## src/rtl/adc_capture_pkg.sv

```systemverilog
// Shared constants and state encodings for the ADC frame capture path.
package adc_capture_pkg;

    localparam logic [7:0] FRAME_MARKER = 8'hA5;
    localparam int         TDATA_W      = 32;
    localparam int         FRAME_CNT_W  = 24;
    localparam int         CH_IDX_W     = 4;
    localparam int         SAMPLE_W     = TDATA_W - CH_IDX_W;

    typedef enum logic {
        SH_WAIT_SYNC,
        SH_SHIFT
    } shift_state_e;

    typedef enum logic [1:0] {
        ST_IDLE,
        ST_HDR,
        ST_DATA
    } stream_state_e;

endpackage

```

## src/rtl/adc_serial_shifter.sv

```systemverilog
// Deserializes one MSB-first word per channel after each accepted word sync.
module adc_serial_shifter
    import adc_capture_pkg::*;
#(
    parameter int N_CH     = 8,
    parameter int ADC_BITS = 18
) (
    input  logic                               clk,
    input  logic                               rst_n,
    input  logic                               acq_en_i,
    input  logic                               word_sync_i,
    input  logic [N_CH-1:0]                    data_i,
    output logic                               word_done_o,
    output logic                               sync_err_o,
    output logic [N_CH-1:0][ADC_BITS-1:0]      words_o
);

    localparam int                CNT_W    = (ADC_BITS > 1) ? $clog2(ADC_BITS) : 1;
    localparam logic [CNT_W-1:0]  LAST_BIT = CNT_W'(ADC_BITS - 1);

    shift_state_e                     state_q;
    logic [CNT_W-1:0]                 cnt_q;
    logic [N_CH-1:0][ADC_BITS-1:0]    sr_q;
    logic                             word_done_q;
    logic                             sync_take;

    // A sync with acquisition disabled is ignored everywhere, including mid-word.
    assign sync_take   = word_sync_i & acq_en_i;
    assign sync_err_o  = sync_take && (state_q == SH_SHIFT);
    assign word_done_o = word_done_q;
    assign words_o     = sr_q;

    always_ff @(posedge clk or negedge rst_n) begin
        if (!rst_n) begin
            state_q     <= SH_WAIT_SYNC;
            cnt_q       <= '0;
            sr_q        <= '0;
            word_done_q <= 1'b0;
        end else begin
            word_done_q <= 1'b0;
            case (state_q)
                SH_WAIT_SYNC: begin
                    if (sync_take) begin
                        state_q <= SH_SHIFT;
                        cnt_q   <= '0;
                    end
                end
                SH_SHIFT: begin
                    if (sync_take) begin
                        // Restart: the next ADC_BITS shifts overwrite the partial word.
                        cnt_q <= '0;
                    end else begin
                        for (int c = 0; c < N_CH; c++) begin
                            sr_q[c] <= {sr_q[c][ADC_BITS-2:0], data_i[c]};
                        end
                        if (cnt_q == LAST_BIT) begin
                            state_q     <= SH_WAIT_SYNC;
                            word_done_q <= 1'b1;
                        end else begin
                            cnt_q <= cnt_q + 1'b1;
                        end
                    end
                end
                default: state_q <= SH_WAIT_SYNC;
            endcase
        end
    end

endmodule

```

## src/rtl/adc_frame_capture.sv

```systemverilog
// Captures serial ADC conversions and streams each as a header + per-channel
// AXI-Stream packet; holds one frame while it drains, dropping frames that arrive meanwhile.
module adc_frame_capture
    import adc_capture_pkg::*;
#(
    parameter int N_CH     = 8,
    parameter int ADC_BITS = 18
) (
    input  logic                    data_clk,
    input  logic                    reset_n,
    input  logic                    acq_en,
    input  logic                    clr_flags,
    input  logic                    adc_word_sync,
    input  logic [N_CH-1:0]         adc_data_i,
    output logic [TDATA_W-1:0]      m_axis_tdata,
    output logic                    m_axis_tvalid,
    input  logic                    m_axis_tready,
    output logic                    m_axis_tlast,
    output logic                    overrun,
    output logic                    sync_err,
    output logic [FRAME_CNT_W-1:0]  frame_cnt
);

    localparam int                   N_SLOTS = 2 ** CH_IDX_W;
    localparam logic [CH_IDX_W-1:0]  LAST_CH = CH_IDX_W'(N_CH - 1);

    logic                            word_done;
    logic                            sync_err_evt;
    logic [N_CH-1:0][ADC_BITS-1:0]   words;

    adc_serial_shifter #(
        .N_CH     (N_CH),
        .ADC_BITS (ADC_BITS)
    ) u_shifter (
        .clk         (data_clk),
        .rst_n       (reset_n),
        .acq_en_i    (acq_en),
        .word_sync_i (adc_word_sync),
        .data_i      (adc_data_i),
        .word_done_o (word_done),
        .sync_err_o  (sync_err_evt),
        .words_o     (words)
    );

    stream_state_e                   state_q;
    logic [N_CH-1:0][ADC_BITS-1:0]   hold_q;
    logic [CH_IDX_W-1:0]             ch_q;
    logic [TDATA_W-1:0]              tdata_q;
    logic                            tvalid_q;
    logic                            tlast_q;
    logic [FRAME_CNT_W-1:0]          frame_cnt_q;
    logic                            overrun_q;
    logic                            sync_err_q;

    logic [TDATA_W-1:0]              beat_w [N_SLOTS];
    logic [CH_IDX_W-1:0]             ch_nxt;
    logic [FRAME_CNT_W-1:0]          frame_cnt_inc;
    logic                            hs;
    logic                            final_hs;
    logic                            accept;

    // Beat table is padded to a power of two so the channel index needs no range guard.
    generate
        for (genvar gi = 0; gi < N_SLOTS; gi++) begin : g_beat
            if (gi < N_CH) begin : g_used
                assign beat_w[gi] = {CH_IDX_W'(gi),
                                     {(SAMPLE_W - ADC_BITS){hold_q[gi][ADC_BITS-1]}},
                                     hold_q[gi]};
            end else begin : g_pad
                assign beat_w[gi] = '0;
            end
        end
    endgenerate

    assign ch_nxt        = ch_q + 1'b1;
    assign frame_cnt_inc = frame_cnt_q + 1'b1;
    assign hs            = tvalid_q & m_axis_tready;
    assign final_hs      = (state_q == ST_DATA) && hs && tlast_q;
    // A frame completing on the last handshake loads back-to-back with no idle beat.
    assign accept        = word_done && ((state_q == ST_IDLE) || final_hs);

    always_ff @(posedge data_clk or negedge reset_n) begin
        if (!reset_n) begin
            state_q     <= ST_IDLE;
            hold_q      <= '0;
            ch_q        <= '0;
            tdata_q     <= '0;
            tvalid_q    <= 1'b0;
            tlast_q     <= 1'b0;
            frame_cnt_q <= '0;
        end else if (accept) begin
            hold_q      <= words;
            frame_cnt_q <= frame_cnt_inc;
            state_q     <= ST_HDR;
            tdata_q     <= {FRAME_MARKER, frame_cnt_inc};
            tvalid_q    <= 1'b1;
            tlast_q     <= 1'b0;
        end else begin
            case (state_q)
                ST_HDR: begin
                    if (hs) begin
                        state_q <= ST_DATA;
                        ch_q    <= '0;
                        tdata_q <= beat_w[0];
                        tlast_q <= (N_CH == 1);
                    end
                end
                ST_DATA: begin
                    if (hs) begin
                        if (tlast_q) begin
                            state_q  <= ST_IDLE;
                            tvalid_q <= 1'b0;
                            tlast_q  <= 1'b0;
                        end else begin
                            ch_q    <= ch_nxt;
                            tdata_q <= beat_w[ch_nxt];
                            tlast_q <= (ch_nxt == LAST_CH);
                        end
                    end
                end
                default: ;
            endcase
        end
    end

    always_ff @(posedge data_clk or negedge reset_n) begin
        if (!reset_n) begin
            overrun_q  <= 1'b0;
            sync_err_q <= 1'b0;
        end else begin
            if (word_done && !accept) begin
                overrun_q <= 1'b1;
            end else if (clr_flags) begin
                overrun_q <= 1'b0;
            end
            if (sync_err_evt) begin
                sync_err_q <= 1'b1;
            end else if (clr_flags) begin
                sync_err_q <= 1'b0;
            end
        end
    end

    assign m_axis_tdata  = tdata_q;
    assign m_axis_tvalid = tvalid_q;
    assign m_axis_tlast  = tlast_q;
    assign overrun       = overrun_q;
    assign sync_err      = sync_err_q;
    assign frame_cnt     = frame_cnt_q;

endmodule

```

## config.mk

```make
export PLATFORM = sky130hd
export DESIGN_NAME = adc_frame_capture
export DESIGN_NICKNAME = d
export VERILOG_FILES = /design/src/rtl/adc_capture_pkg.sv /design/src/rtl/adc_serial_shifter.sv /design/src/rtl/adc_frame_capture.sv
export SDC_FILE = /design/constraint.sdc
export NUM_CORES = 1
export LEC_CHECK = 0
export ABC_AREA = 1
export BUFFER_PORTS_ARGS = -buffer_cell sky130_fd_sc_hd__buf_4
export CELL_PAD_IN_SITES_DETAIL_PLACEMENT = 1
export CELL_PAD_IN_SITES_GLOBAL_PLACEMENT = 1
export CORE_ASPECT_RATIO = 0.75
export CORE_MARGIN = 2
export CORE_UTILIZATION = 42
export DETAILED_ROUTE_END_ITERATION = 6
export PLACE_DENSITY_LB_ADDON = 0.1
export SLEW_MARGIN = 5
export SYNTH_ARGS = -nofsm -noshare
export SYNTH_HDL_FRONTEND = slang
export SYNTH_HIERARCHICAL = 1
export SYNTH_SLANG_ARGS = --single-unit
```

## constraint.sdc

```tcl
create_clock -name data_clk -period 2.1 [get_ports data_clk]
set_input_delay 0.42 -clock data_clk [delete_from_list [all_inputs] [get_ports data_clk]]
set_output_delay 0.42 -clock data_clk [all_outputs]
set_load 0.01 [all_outputs]
```

# --- After elaboration in Yosys (flattened, before gate mapping) ---
# Cells that the tools add are included.
totals:
  input_bits: 14
  ff_bits: 361
  out_inout_bits: 60
op_classes:
  eq_ne: 13
  n_bitwise: 6
  add_sub_neg: 3
  n_lt_le_gt_ge: 1
  n_reduce_logical: 22
  muxes: 40
ops:
  columns: ["cell", "n"]
  rows:
  - ["$mux 32", 6]
  - ["$bmux 32 s4", 1]
  - ["$pmux 32 s2", 1]
  - ["$add 24x1->24 const B", 1]
  - ["$mux 1", 17]
  - ["$mux 5", 3]
  - ["$ne 3x3->1 const B", 5]
  - ["$mux 4", 3]
  - ["$reduce_bool 2->1", 6]
  - ["$pmux 5 s2", 1]
  - ["$mux 2", 4]
  - ["$pmux 4 s2", 1]
  - ["$reduce_and 4->1", 2]
  - ["$ne 2x2->1 const B", 3]
  - ["$reduce_and 3->1", 2]
  - ["$add 5x1->5 const B", 1]
  - ["$eq 5x5->1 const B", 1]
  - ["$ge 5x5->1 const B", 1]
  - ["$logic_and 1x1->1", 5]
  - ["$not 4->5", 1]
  - ["$reduce_and 5->1", 1]
  - ["$add 4x1->4 const B", 1]
  - ["$eq 4x3->1 const B", 1]
  - ["$pmux 1 s2", 2]
  - ["11 further kinds", 15]

# --- Depth between registers and ports, before layout ---
# Gate-level depths: netlist (run 1).
logic_depth:
  ltp_word: 9
  depth_mapped: 16

# --- Modules after synthesis ---
# Netlist (run 1), hierarchy kept.
by_module_without_submodules:
  columns: ["mod", "area_each_um2", "seq_area_each_um2", "n_inst", "cells_each"]
  rows:
  - ["adc_frame_capture", 10254.8, 5205.0, 1, 1400]
  - ["adc_serial_shifter", 5764.3, 3778.6, 1, 647]

# --- Least setup slack after synthesis (run 1) ---
# OpenSTA, ideal clock, no wires.
synth_timing:
  kind: "register to register"
  from: "register ch_q[0]"
  to: "register tdata_q[11] (netlist: m_axis_tdata[11])"
  path_stages_with_launch: 16
  t_arrival_ns: 2.006
  t_required_ns: 1.983
  synth_period_minus_slack_ns: 2.123
  setup_ns: 0.117
  path_slack_ns: -0.023
  n_path_buf: 5
  cell_sequence: "dfrtp_1 > buf_2 > inv_2 > buf_2 > ha_1 > buf_2 > inv_1 > buf_2 > buf_2 > nand3_1 > nand3_1 > nand2_1 > nand2_1 > nand3_1 > nand2_1 > nand2_1"
synth_via:
  elab_chain_len: 9
synth_rtl:
  columns: ["element", "line", "rtl"]
  rows:
  - ["start: declaration", "adc_frame_capture.sv:47", "logic [CH_IDX_W-1:0] ch_q;"]
  - ["start signal: assignment", "adc_frame_capture.sv:115", "ch_q <= ch_nxt;"]
  - ["$add 4x1->4", "adc_frame_capture.sv:75", "assign ch_nxt = ch_q + 1'b1;"]
  - ["$not 4->5 (not written as such)", "adc_frame_capture.sv:116", "tdata_q <= beat_w[ch_nxt];"]
  - ["$bmux 32 s4", "adc_frame_capture.sv:116", null]
  - ["$mux 32 (not written as such) (2 in series)", "adc_frame_capture.sv:116", null]
  - ["$mux 32", "adc_frame_capture.sv:110", "if (tlast_q) begin"]
  - ["$mux 32", "adc_frame_capture.sv:109", "if (hs) begin"]
  - ["$pmux 32 s2", "adc_frame_capture.sv:99", "case (state_q)"]
  - ["$mux 32", "adc_frame_capture.sv:91", "end else if (accept) begin"]
  - ["end signal: assignment", "adc_frame_capture.sv:95", "tdata_q <= {FRAME_MARKER, frame_cnt_inc};"]
  - ["end signal: assignment", "adc_frame_capture.sv:104", "tdata_q <= beat_w[0];"]
  - ["end signal: assignment", "adc_frame_capture.sv:116", null]
  - ["end: declaration", "adc_frame_capture.sv:48", "logic [TDATA_W-1:0] tdata_q;"]
# Every way passes these cells. The select of a mux whose other input is x is not followed.
# A chain may end at the register's enable or synchronous reset.

==> flow_summary.yaml, run 1 <==
timing:
  worst_slew_pin_slew_ns: 0.644
  setup_viol: 0
  fin_crit_ns: 2.02
  fin_worst_skew_ns: 0.0135
  slew_violations: 0
  finalWorstSetupSlack_ns: 0.0839
  setup_tns_ns: 0
  period_share: 0.960
  max_slew_margin: 0.571
  final_hold_viol_count: 0
  fmax_mhz: 496
global_route:
  grt_max_degree: 125
  antenna_found_initial: 0
  track_usage: 0.244
  grt_pass1_vias: 14200
  overflow: 0
  grt_pass1_wl_um: 78000
hold_path:
  holdPathStages: 2
  hp-class: "input port to flop"
logic_synthesis:
  postSynthAreaPerCell_um2: 7.83
  ys.flop_type: "dfrtp_1"
  yosys-top-cells-count: "nand2_1 (1,135), dfrtp_1 (359), nand3_1 (161)"
  synth_area_leaders: "dfrtp_1 (56%), nand2_1 (27%), nand3_1 (5.0%)"
  syn-num-nets: 2069
  yosysUniqueCellTypes: 32
  ys_async_sr_fraction: 1.00
  seq_area_frac_synth: 0.561
  syn_area_um2: 16000
  synth.top_cell.area_share: 0.561
  synth-edff-count: 0
  ys_ff_latch: 359
  yosys_warnings: 6
  yosys.cell_count.top_type: "nand2_1"
  synth_largest_area_cell: "dfrtp_1"
  synthCells: 2047
drt:
  viasPerCell: 5.15
  met2RoutedLength_um: 22200
  routed.top_layer: "met4"
  drt_pass1_iterations: 5
  vias: 13600
  wl_um: 48500
  route.met3.wl_um: 1790
  m1WireLength_um: 23700
  drt_iter0_markers: 999
  ant_nets: 0
  wl_per_cell_um: 18.4
  post-route-drc-count: 0
die:
  core_area_um2: 37300
  die_height_um: 173
  die-area_um2: 39700
  ios: 74
  num_rows: 61
  die_w_um: 230
  initial_core_util: 0.429
power:
  power_uw: 25500
  powerDensity_nw_per_um2: 1360
  ir_drop_v: 0.000658
  p_leak_uw: 0.0102
worst_setup_path:
  worstPathRequired_ns: 2.53
  r2r_slack_ns: 0.08
  critPathCaptureType: "flop"
  rr_worst_depth: 10
  critPathMaxFanout: 35
  endpoint: "m_axis_tdata[4]"
  cp-startpoint: "state_q[0]"
  r2r_end: "m_axis_tdata[4]"
  cp.arrival_ns: 2.45
  critPathLaunchType: "flop"
  r2r_start: "state_q[0]"
  worst-setup-path-type: "flop to flop"
cells_and_area:
  design_area_um2: 18800
  final_layout_size_suffix_gt1_frac: 0.0971
  antenna_cells: 0
  n_fill_cell: 4512
  areaGrowthSynthToFinish_pct: 17.1
  finalNetCount: 2124
placement:
  gp_congestion: 0.819
  dpl-instance-area_um2: 17200
  io_buffers: 73
  dp_hpwl_um: 29700
  dp_slack_ns: 0.0201
run:
  maxCapViolCount: 0
clock_network:
  clk_pin_slew_ns: 0.07
  cts_buffers: 39
  cts-htree-levels: 2
  clock_latency_ns: 0.54
  clk_path_buf_depth: 3
  cts-root-buf: "clkbuf_16"
  cts.sinks: 359
  cts_tree: "yes"
run_status:
  outcome: "completed"
## sequential cells by signal (all words and copies together), names as in the netlist
signal and flops:
m_axis_tvalid 1, state_q 2, beat_w 144, m_axis_tlast 1, ch_q 4, u_shifter/words_o 144
m_axis_tdata 30, frame_cnt 24, u_shifter/cnt_q 5, u_shifter/state_q 1, u_shifter/word_done_o 1, sync_err 1
overrun 1
## worst max-delay path: stages (launching register included)
cell and delay [ns]:
dfrtp_1 0.40, inv_1 0.10, ha_2 0.23, nand2_4 0.08, o21ai_2 0.23, nand2_4 0.15
buf_12 0.22, nand2_1 0.22, nor2_1 0.07, nor2_1 0.12, a21oi_1 0.08
## cells by family after synthesis
logic type,count (synthesis),synth area share
xor gates and xnor gates,3,0.00164
adders and majority gates,8,0.00625
and+or+nand+nor,1380,0.340
DFF,359,0.561
buffers and inverters,197,0.0583
AOI/OAI and AO/OA,100,0.0328
## layout by cell type, fill, tap and decap left out, types with 10 or more instances in the layout
cell	instances
a21oi_1	19
buf_12	20
buf_4	92
clkbuf_1	10
clkbuf_16	44
dfrtp_1	358
inv_1	85
nand2_1	1133
nand3_1	159
nand4_1	10
nor2_1	59
o21ai_0	69
## where the power goes
group / switching (µW) / internal, µW / total [µW]
clock: 2860 / 4560 / 7410
combinational: 5200 / 2760 / 7960
sequential: 1470 / 8630 / 10100
total: 9520 / 15900 / 25500
## what timing repair did
item	CTS	global route
hold buffers	1	0
setup endpoints to repair	3	165
resized for setup	0	22
pin swaps	0	1
hold endpoints to repair	26	0
buffers inserted	0	2
gates cloned	0	3
## metal layers
layer | track usage | up-vias
li1 | - | 6457
met4 | 0.0538 | 0
met2 | 0.382 | 196
met3 | 0.0345 | 51
met1 | 0.360 | 6866
met5 | 0 | -
## area by class of cell
cell class | count | area, µm² | share of cell area
Clock buffer | 58 | 1160 | 0.0618
Timing Repair Buffer | 121 | 1260 | 0.0672
Sequential cell | 359 | 8980 | 0.479
Inverter | 90 | 348 | 0.0185
Multi-Input combinational cell | 1491 | 6160 | 0.329
Clock inverter | 12 | 210 | 0.0112
Tap cell | 504 | 631 | 0.0336
## per-stage QoR
step                utilization  hold slack, ns  instances
floorplan                     -           0.124       2047
global placement          0.461           0.356       2559
detailed placement        0.461           0.359       2559
CTS                       0.498          0.0445       2630
global route              0.503          0.0717       2635
finish                    0.503          0.0717       2635
## worst min path at each step
stage | slack (ns) | start | end
after global placement | 0.36 | reset_n | u_shifter/words_o[90]
after detailed placement | 0.36 | reset_n | u_shifter/words_o[90]
after global routing | 0.07 | adc_data_i[5] | u_shifter/words_o[90]
after CTS | 0.04 | adc_data_i[1] | u_shifter/words_o[18]
after floorplan | 0.12 | reset_n | beat_w[256]
final | 0.07 | clr_flags | sync_err
Power figures use the tool's default switching activity.
==> run 2: changes to the inputs <==
--- a/config.mk
+++ b/config.mk
@@ -13,7 +13,7 @@
 export CORE_MARGIN = 2
 export CORE_UTILIZATION = 42
 export DETAILED_ROUTE_END_ITERATION = 6
-export PLACE_DENSITY_LB_ADDON = 0.1
+export PLACE_DENSITY = 0.87
 export SLEW_MARGIN = 5
 export SYNTH_ARGS = -nofsm -noshare
 export SYNTH_HDL_FRONTEND = slang
==> run 2 against run 1 <==
Effect of this change:
- routed wire length is 5.2% higher
- core utilization is 0.25 points lower
- register-to-register slack worse by 0.08 ns
- count of clock-buffer cells in the layout is 10 lower
- critical endpoint is now beat_w[432]
- worst hold slack better by 0.0061 ns
- critical path depth stayed put
- first-iteration DRC count is 30% higher
- total power is 1.7% lower
- die area stayed put
==> flow_summary.yaml, run 2 (synthesis results as in run 1) <==
die:
  initial_core_util: 0.429
  num_rows: 61
  ios: 74
  die-area_um2: 39700
  die_w_um: 230
  core_area_um2: 37300
  die_height_um: 173
clock_network:
  cts.sinks: 359
  cts_buffers: 37
  clock_latency_ns: 0.54
  clk_pin_slew_ns: 0.07
  clk_path_buf_depth: 3
  cts-root-buf: "clkbuf_16"
  cts-htree-levels: 2
  cts_tree: "yes"
run_status:
  outcome: "completed"
cells_and_area:
  final_cells: 2636
  mostFrequentLayoutCells: "nand2_1 (1,130), dfrtp_1 (358), nand3_1 (157), buf_4 (101), inv_1 (84)"
  finalNetCount: 2132
  areaGrowthSynthToFinish_pct: 16.5
  n_fill_cell: 4510
  final_common_cell: "nand2_1"
  final_layout_size_suffix_gt1_frac: 0.103
  antenna_cells: 0
placement:
  dp_hpwl_um: 31500
  gp_congestion: 0.831
  place_inst: 2555
  dp_slack_ns: -0.0800
  io_buffers: 73
timing:
  fmax_mhz: 477
  slew_violations: 0
  max_slew_margin: 0.674
  setup_viol: 0
  period_share: 0.997
  whs_ns: 0.0778
  fin_worst_skew_ns: 0.0101
  worst_slew_pin_slew_ns: 0.487
  setup_tns_ns: 0
  finalWorstSetupSlack_ns: 0.00527
  final_hold_viol_count: 0
  fin_crit_ns: 2.09
  rsz0062_at_grt: "yes"
drt:
  wl_um: 51000
  post-route-drc-count: 0
  wl_per_cell_um: 19.3
  drt_pass1_iterations: 5
  ant_nets: 0
  drt_iter0_markers: 1296
  vias: 14100
  viasPerCell: 5.36
power:
  powerDensity_nw_per_um2: 1340
  ir_drop_v: 0.000774
  p_leak_uw: 0.0101
global_route:
  overflow: 0
  grt_max_degree: 79
  grt_pass1_wl_um: 81300
  antenna_found_initial: 0
  track_usage: 0.253
  grt_pass1_vias: 14800
worst_setup_path:
  worst-setup-path-type: "flop to flop"
  crit_slowest_cell: "dfrtp_1"
  slowest_delay_ns: 0.41
  critPathLaunchType: "flop"
  critPathMaxFanout: 32
  worstPathRequired_ns: 2.52
  critPathCaptureType: "flop"
  cp.arrival_ns: 2.52
  path_cells: "inv_1, ha_2, nand2_4, nor2_1, nor2_2, nor2_4, buf_12, buf_6, nand2_1, o21ai_0"
run:
  maxCapViolCount: 0
hold_path:
  hp-class: "input port to flop"
==> run 2: layout make-up <==
class	count	area (µm²)	area share
flip-flops and latches	359	8980	0.481
clock buffers	48	997	0.0534
inverters	90	347	0.0186
repair inverters	1	5.00	0.000268
well taps	504	631	0.0338
clock inverters	13	201	0.0108
repair buffers	129	1300	0.0699
multi-input cells	1492	6190	0.332
==> run 2: per-layer routing <==
| metal | part of all wire | GRT usage |
|---|---|---|
| met1 | 0.44 | 0.343 |
| met3 | 0.051 | 0.0430 |
| met5 | 0 | 0 |
| met2 | 0.49 | 0.419 |
| met4 | 0.027 | 0.0752 |
==> run 2: worst max-delay path, delay by kind of cell, from the launching register on <==
kind,cells,cell delay (ns)
buffers and inverters,3,0.55
flip-flops,1,0.41
adder cells (fa/ha/maj),1,0.23
AO/OA/AOI/OAI,1,0.15
AND/OR/NAND/NOR,5,0.63
==> run 2: path summary, 6_finish.rpt <==
| check | from | endpoint | slack, ns | cells after the start |
|---|---|---|---|---|
| max | state_q[0] | beat_w[432] | 0.005 | 10 |
| min | clr_flags | overrun | 0.08 | 2 |
| max reg2reg | state_q[0] | beat_w[432] | 0.005 | 10 |
| min reg2reg | beat_w[290] | beat_w[290] | 0.48 | 2 |
| max in group asynchronous | reset_n | m_axis_tdata[23] | 0.95 | 3 |
| min in group asynchronous | reset_n | u_shifter/words_o[94] | 0.40 | 2 |
==> run 2: through the flow <==
stage | total power, µW | area, µm² | util
finish | 25000 | 18700 | 0.500
floorplan | 14600 | 16000 | -
global placement | 17300 | 17200 | 0.461
global route | 26500 | 18700 | 0.500
CTS | 24900 | 18500 | 0.494
detailed placement | 17700 | 17200 | 0.461
==> run 2: power breakdown <==
part	total (µW)	switching [µW]	internal (µW)	leakage [µW]
clock network	6770	2810	3960	0.000590
registers	10100	1510	8630	0.00462
logic	8130	5370	2760	0.00493
total	25000	9690	15300	0.0101
==> run 2: what timing repair did <==
action / 4_1_cts / 5_1_grt
pin swaps: 0 / 2
endpoints found under the hold margin: 42 / 0
buffers inserted: 0 / 15
cloned: 1 / 3
setup endpoints to repair: 16 / 77
hold buffers: 1 / 0
gates resized for setup: 5 / 17
==> run 3: changes to the inputs <==
--- a/config.mk
+++ b/config.mk
@@ -5,15 +5,15 @@
 export SDC_FILE = /design/constraint.sdc
 export NUM_CORES = 1
 export LEC_CHECK = 0
-export ABC_AREA = 1
 export BUFFER_PORTS_ARGS = -buffer_cell sky130_fd_sc_hd__buf_4
 export CELL_PAD_IN_SITES_DETAIL_PLACEMENT = 1
 export CELL_PAD_IN_SITES_GLOBAL_PLACEMENT = 1
 export CORE_ASPECT_RATIO = 0.75
 export CORE_MARGIN = 2
-export CORE_UTILIZATION = 42
+export CORE_UTILIZATION = 44
 export DETAILED_ROUTE_END_ITERATION = 6
-export PLACE_DENSITY = 0.87
+export PLACE_DENSITY = 0.86
+export SKIP_CTS_REPAIR_TIMING = 1
 export SLEW_MARGIN = 5
 export SYNTH_ARGS = -nofsm -noshare
 export SYNTH_HDL_FRONTEND = slang
==> run 3 against run 2 <==
Effect of this change:
- the run now ends with negative setup slack left
- combinational power is 78% lower
- critical path depth shrank 2
- core utilization grew 4.8 points
- clock skew is 0.031 ns higher
- sequential power shrank 6%
- register-to-register slack got worse by 0.26 ns
==> flow_summary.yaml, run 3 <==
logic_synthesis:
  yosys.cell_count.top_type: "nand2_1"
  yosys_warnings: 6
  synth-edff-count: 0
  synth_area_leaders: "dfrtp_1 (57%), nand2_1 (13%), mux2_2 (7.6%)"
  syn_area_um2: 15700
  ys_ff_latch: 359
  yosys-top-cells-count: "nand2_1 (523), dfrtp_1 (359), mux2_2 (106)"
  seq_area_frac_synth: 0.574
  yosysUniqueCellTypes: 58
  syn-num-nets: 1476
  ys_async_sr_fraction: 1.00
  postSynthAreaPerCell_um2: 10.8
  ys.flop_type: "dfrtp_1"
  synth_largest_area_cell: "dfrtp_1"
  synthCells: 1454
  synth.top_cell.area_share: 0.574
global_route:
  track_usage: 0.269
  gr-usage-met2: 0.440
  grt_util_met3: 0.0539
  use_met1: 0.352
  overflow: 0
  grt_pass1_vias: 13200
  antenna_found_initial: 1
  grt_pass1_wl_um: 77600
  grt_max_degree: 70
  grt_busiest_layer: "met2"
clock_network:
  cts_tree: "yes"
  cts_buffers: 37
  clk_pin_slew_ns: 0.07
  cts-htree-levels: 2
  clock_latency_ns: 0.57
  cts-root-buf: "clkbuf_16"
  clk_path_buf_depth: 3
  cts.sinks: 359
worst_setup_path:
  critPathCaptureType: "flop"
  cp.arrival_ns: 2.78
  worst-setup-path-type: "flop to flop"
  r2r_start: "ch_q[0]"
  worstPathRequired_ns: 2.53
  critPathMaxFanout: 5
  critPathLaunchType: "flop"
  cp-startpoint: "ch_q[0]"
timing:
  fin_worst_skew_ns: 0.0415
  whs_ns: 0.0990
  final_hold_viol_count: 0
  slew_violations: 0
  fmax_mhz: 425
  setup_viol: 46
  max_slew_margin: 0.550
  rsz0062_at_grt: "yes"
  worst_slew_pin_slew_ns: 0.669
  period_share: 1.12
  fin_crit_ns: 2.35
  finalWorstSetupSlack_ns: -0.251
placement:
  place_inst: 1970
  io_buffers: 73
  dp_slack_ns: -0.176
  gp_congestion: 0.853
  dp_hpwl_um: 31300
  dpl-instance-area_um2: 17100
die:
  die_w_um: 222
  die_height_um: 167
  initial_core_util: 0.450
  num_rows: 59
  core_area_um2: 34800
  die-area_um2: 37100
  ios: 74
cells_and_area:
  antenna_cells: 0
  final_layout_size_suffix_gt1_frac: 0.263
  areaGrowthSynthToFinish_pct: 22.0
  final_cells: 2061
  final_common_cell: "nand2_1"
  design_area_um2: 19100
  n_fill_cell: 3679
  finalNetCount: 1600
  mostFrequentLayoutCells: "nand2_1 (516), dfrtp_1 (356), buf_4 (134), mux2_2 (106), clkbuf_16 (43)"
power:
  power_frac_clock: 0.392
  seq_power_share: 0.510
  power_uw: 18700
  switchingPower_uw: 5100
  p_comb_frac: 0.097
  internal-power_uw: 13600
  p_leak_uw: 0.00926
  ir_drop_v: 0.000715
  sw_frac_of_total: 0.273
  powerDensity_nw_per_um2: 977
drt:
  ant_nets: 0
  vias: 12600
  post-route-drc-count: 0
  wl_per_cell_um: 27.4
  wl_um: 56400
  viasPerCell: 6.13
  drt_pass1_iterations: 5
  drt_iter0_markers: 1393
hold_path:
  min_from: "acq_en"
  hp-class: "input port to flop"
run:
  maxCapViolCount: 0
run_status:
  outcome: "complete, but fails checks"
  violations: "negative setup slack"
## run 3: cell count changes in the layout (fill, tap and decap cells not counted), moves of 14 or more
cell | previous run | this run
o21ai_0 | 69 | 9
mux2_1 | 0 | 40
mux2_2 | 0 | 106
nand3_1 | 157 | 33
xnor2_1 | 0 | 30
inv_1 | 84 | 6
nand2_1 | 1130 | 516
mux4_2 | 0 | 20
xor2_1 | 2 | 16
buf_4 | 101 | 134
mux2i_1 | 0 | 18
nor2_1 | 57 | 29
## run 3: metal layers
layer,vias up,routed length [µm]
li1,5114,-
met1,6498,21800
met2,754,26400
met3,266,4960
met4,0,3210
met5,-,0
## run 3: final cells by class
type                            instances  area [µm²]  share of cell area
Sequential cell                       359        8990               0.470
Multi-Input combinational cell       1000        6490               0.339
Timing Repair Buffer                  170        1690              0.0886
Clock inverter                         14         210              0.0110
Tap cell                              457         572              0.0299
Inverter                               10        50.0             0.00262
Clock buffer                           51        1110              0.0581
## run 3: worst paths after layout
path / end / slack [ns] / depth (start not counted)
worst max-delay path: m_axis_tdata[17] / -0.25 / 8
worst min-delay path: u_shifter/cnt_q[3] / 0.1 / 2
worst max register to register: m_axis_tdata[17] / -0.25 / 8
worst min register to register: beat_w[323] / 0.47 / 2
max in group asynchronous: u_shifter/words_o[109] / 0.93 / 3
min in group asynchronous: u_shifter/words_o[59] / 0.40 / 2
## run 3: per-stage QoR
| stage | utilization | TNS (ns) |
|---|---|---|
| after global placement | 0.492 | -0.218 |
| after global routing | 0.548 | -7.72 |
| after detailed placement | 0.492 | -2.63 |
| after CTS | 0.530 | -9.93 |
| after floorplan | - | -0.00805 |
| final | 0.548 | -3.94 |
## run 3: cells by family (layout without fill, tap and decap cells)
kind of cell	Yosys count	after routing	share of synthesized area
flip-flops	359	359	0.574
buffers and inverters	95	245	0.0325
multiplexers	185	185	0.147
AO/OA/AOI/OAI	95	95	0.0399
XOR/XNOR	48	48	0.0273
adder cells (fa/ha/maj)	8	8	0.00639
AND/OR/NAND/NOR	664	664	0.174
## run 3: power groups by stage
stage                     Clock (µW)  Sequential (µW)  Combinational (µW)
after floorplan                    0             8890                1320
after global placement             0             9360                1600
after detailed placement           0             9490                1740
after CTS                       7280             9420                1780
after global routing            7600             9640                1970
final                           7320             9530                1820
## run 3: worst max-delay path, stage by stage, from the launching register on
cell      delay (ns)
dfrtp_2         0.52
clkinv_8        0.09
ha_4            0.34
buf_12          0.14
mux2i_1         0.28
nand3_1         0.17
and4_4          0.26
a211oi_4        0.30
o22ai_1         0.13
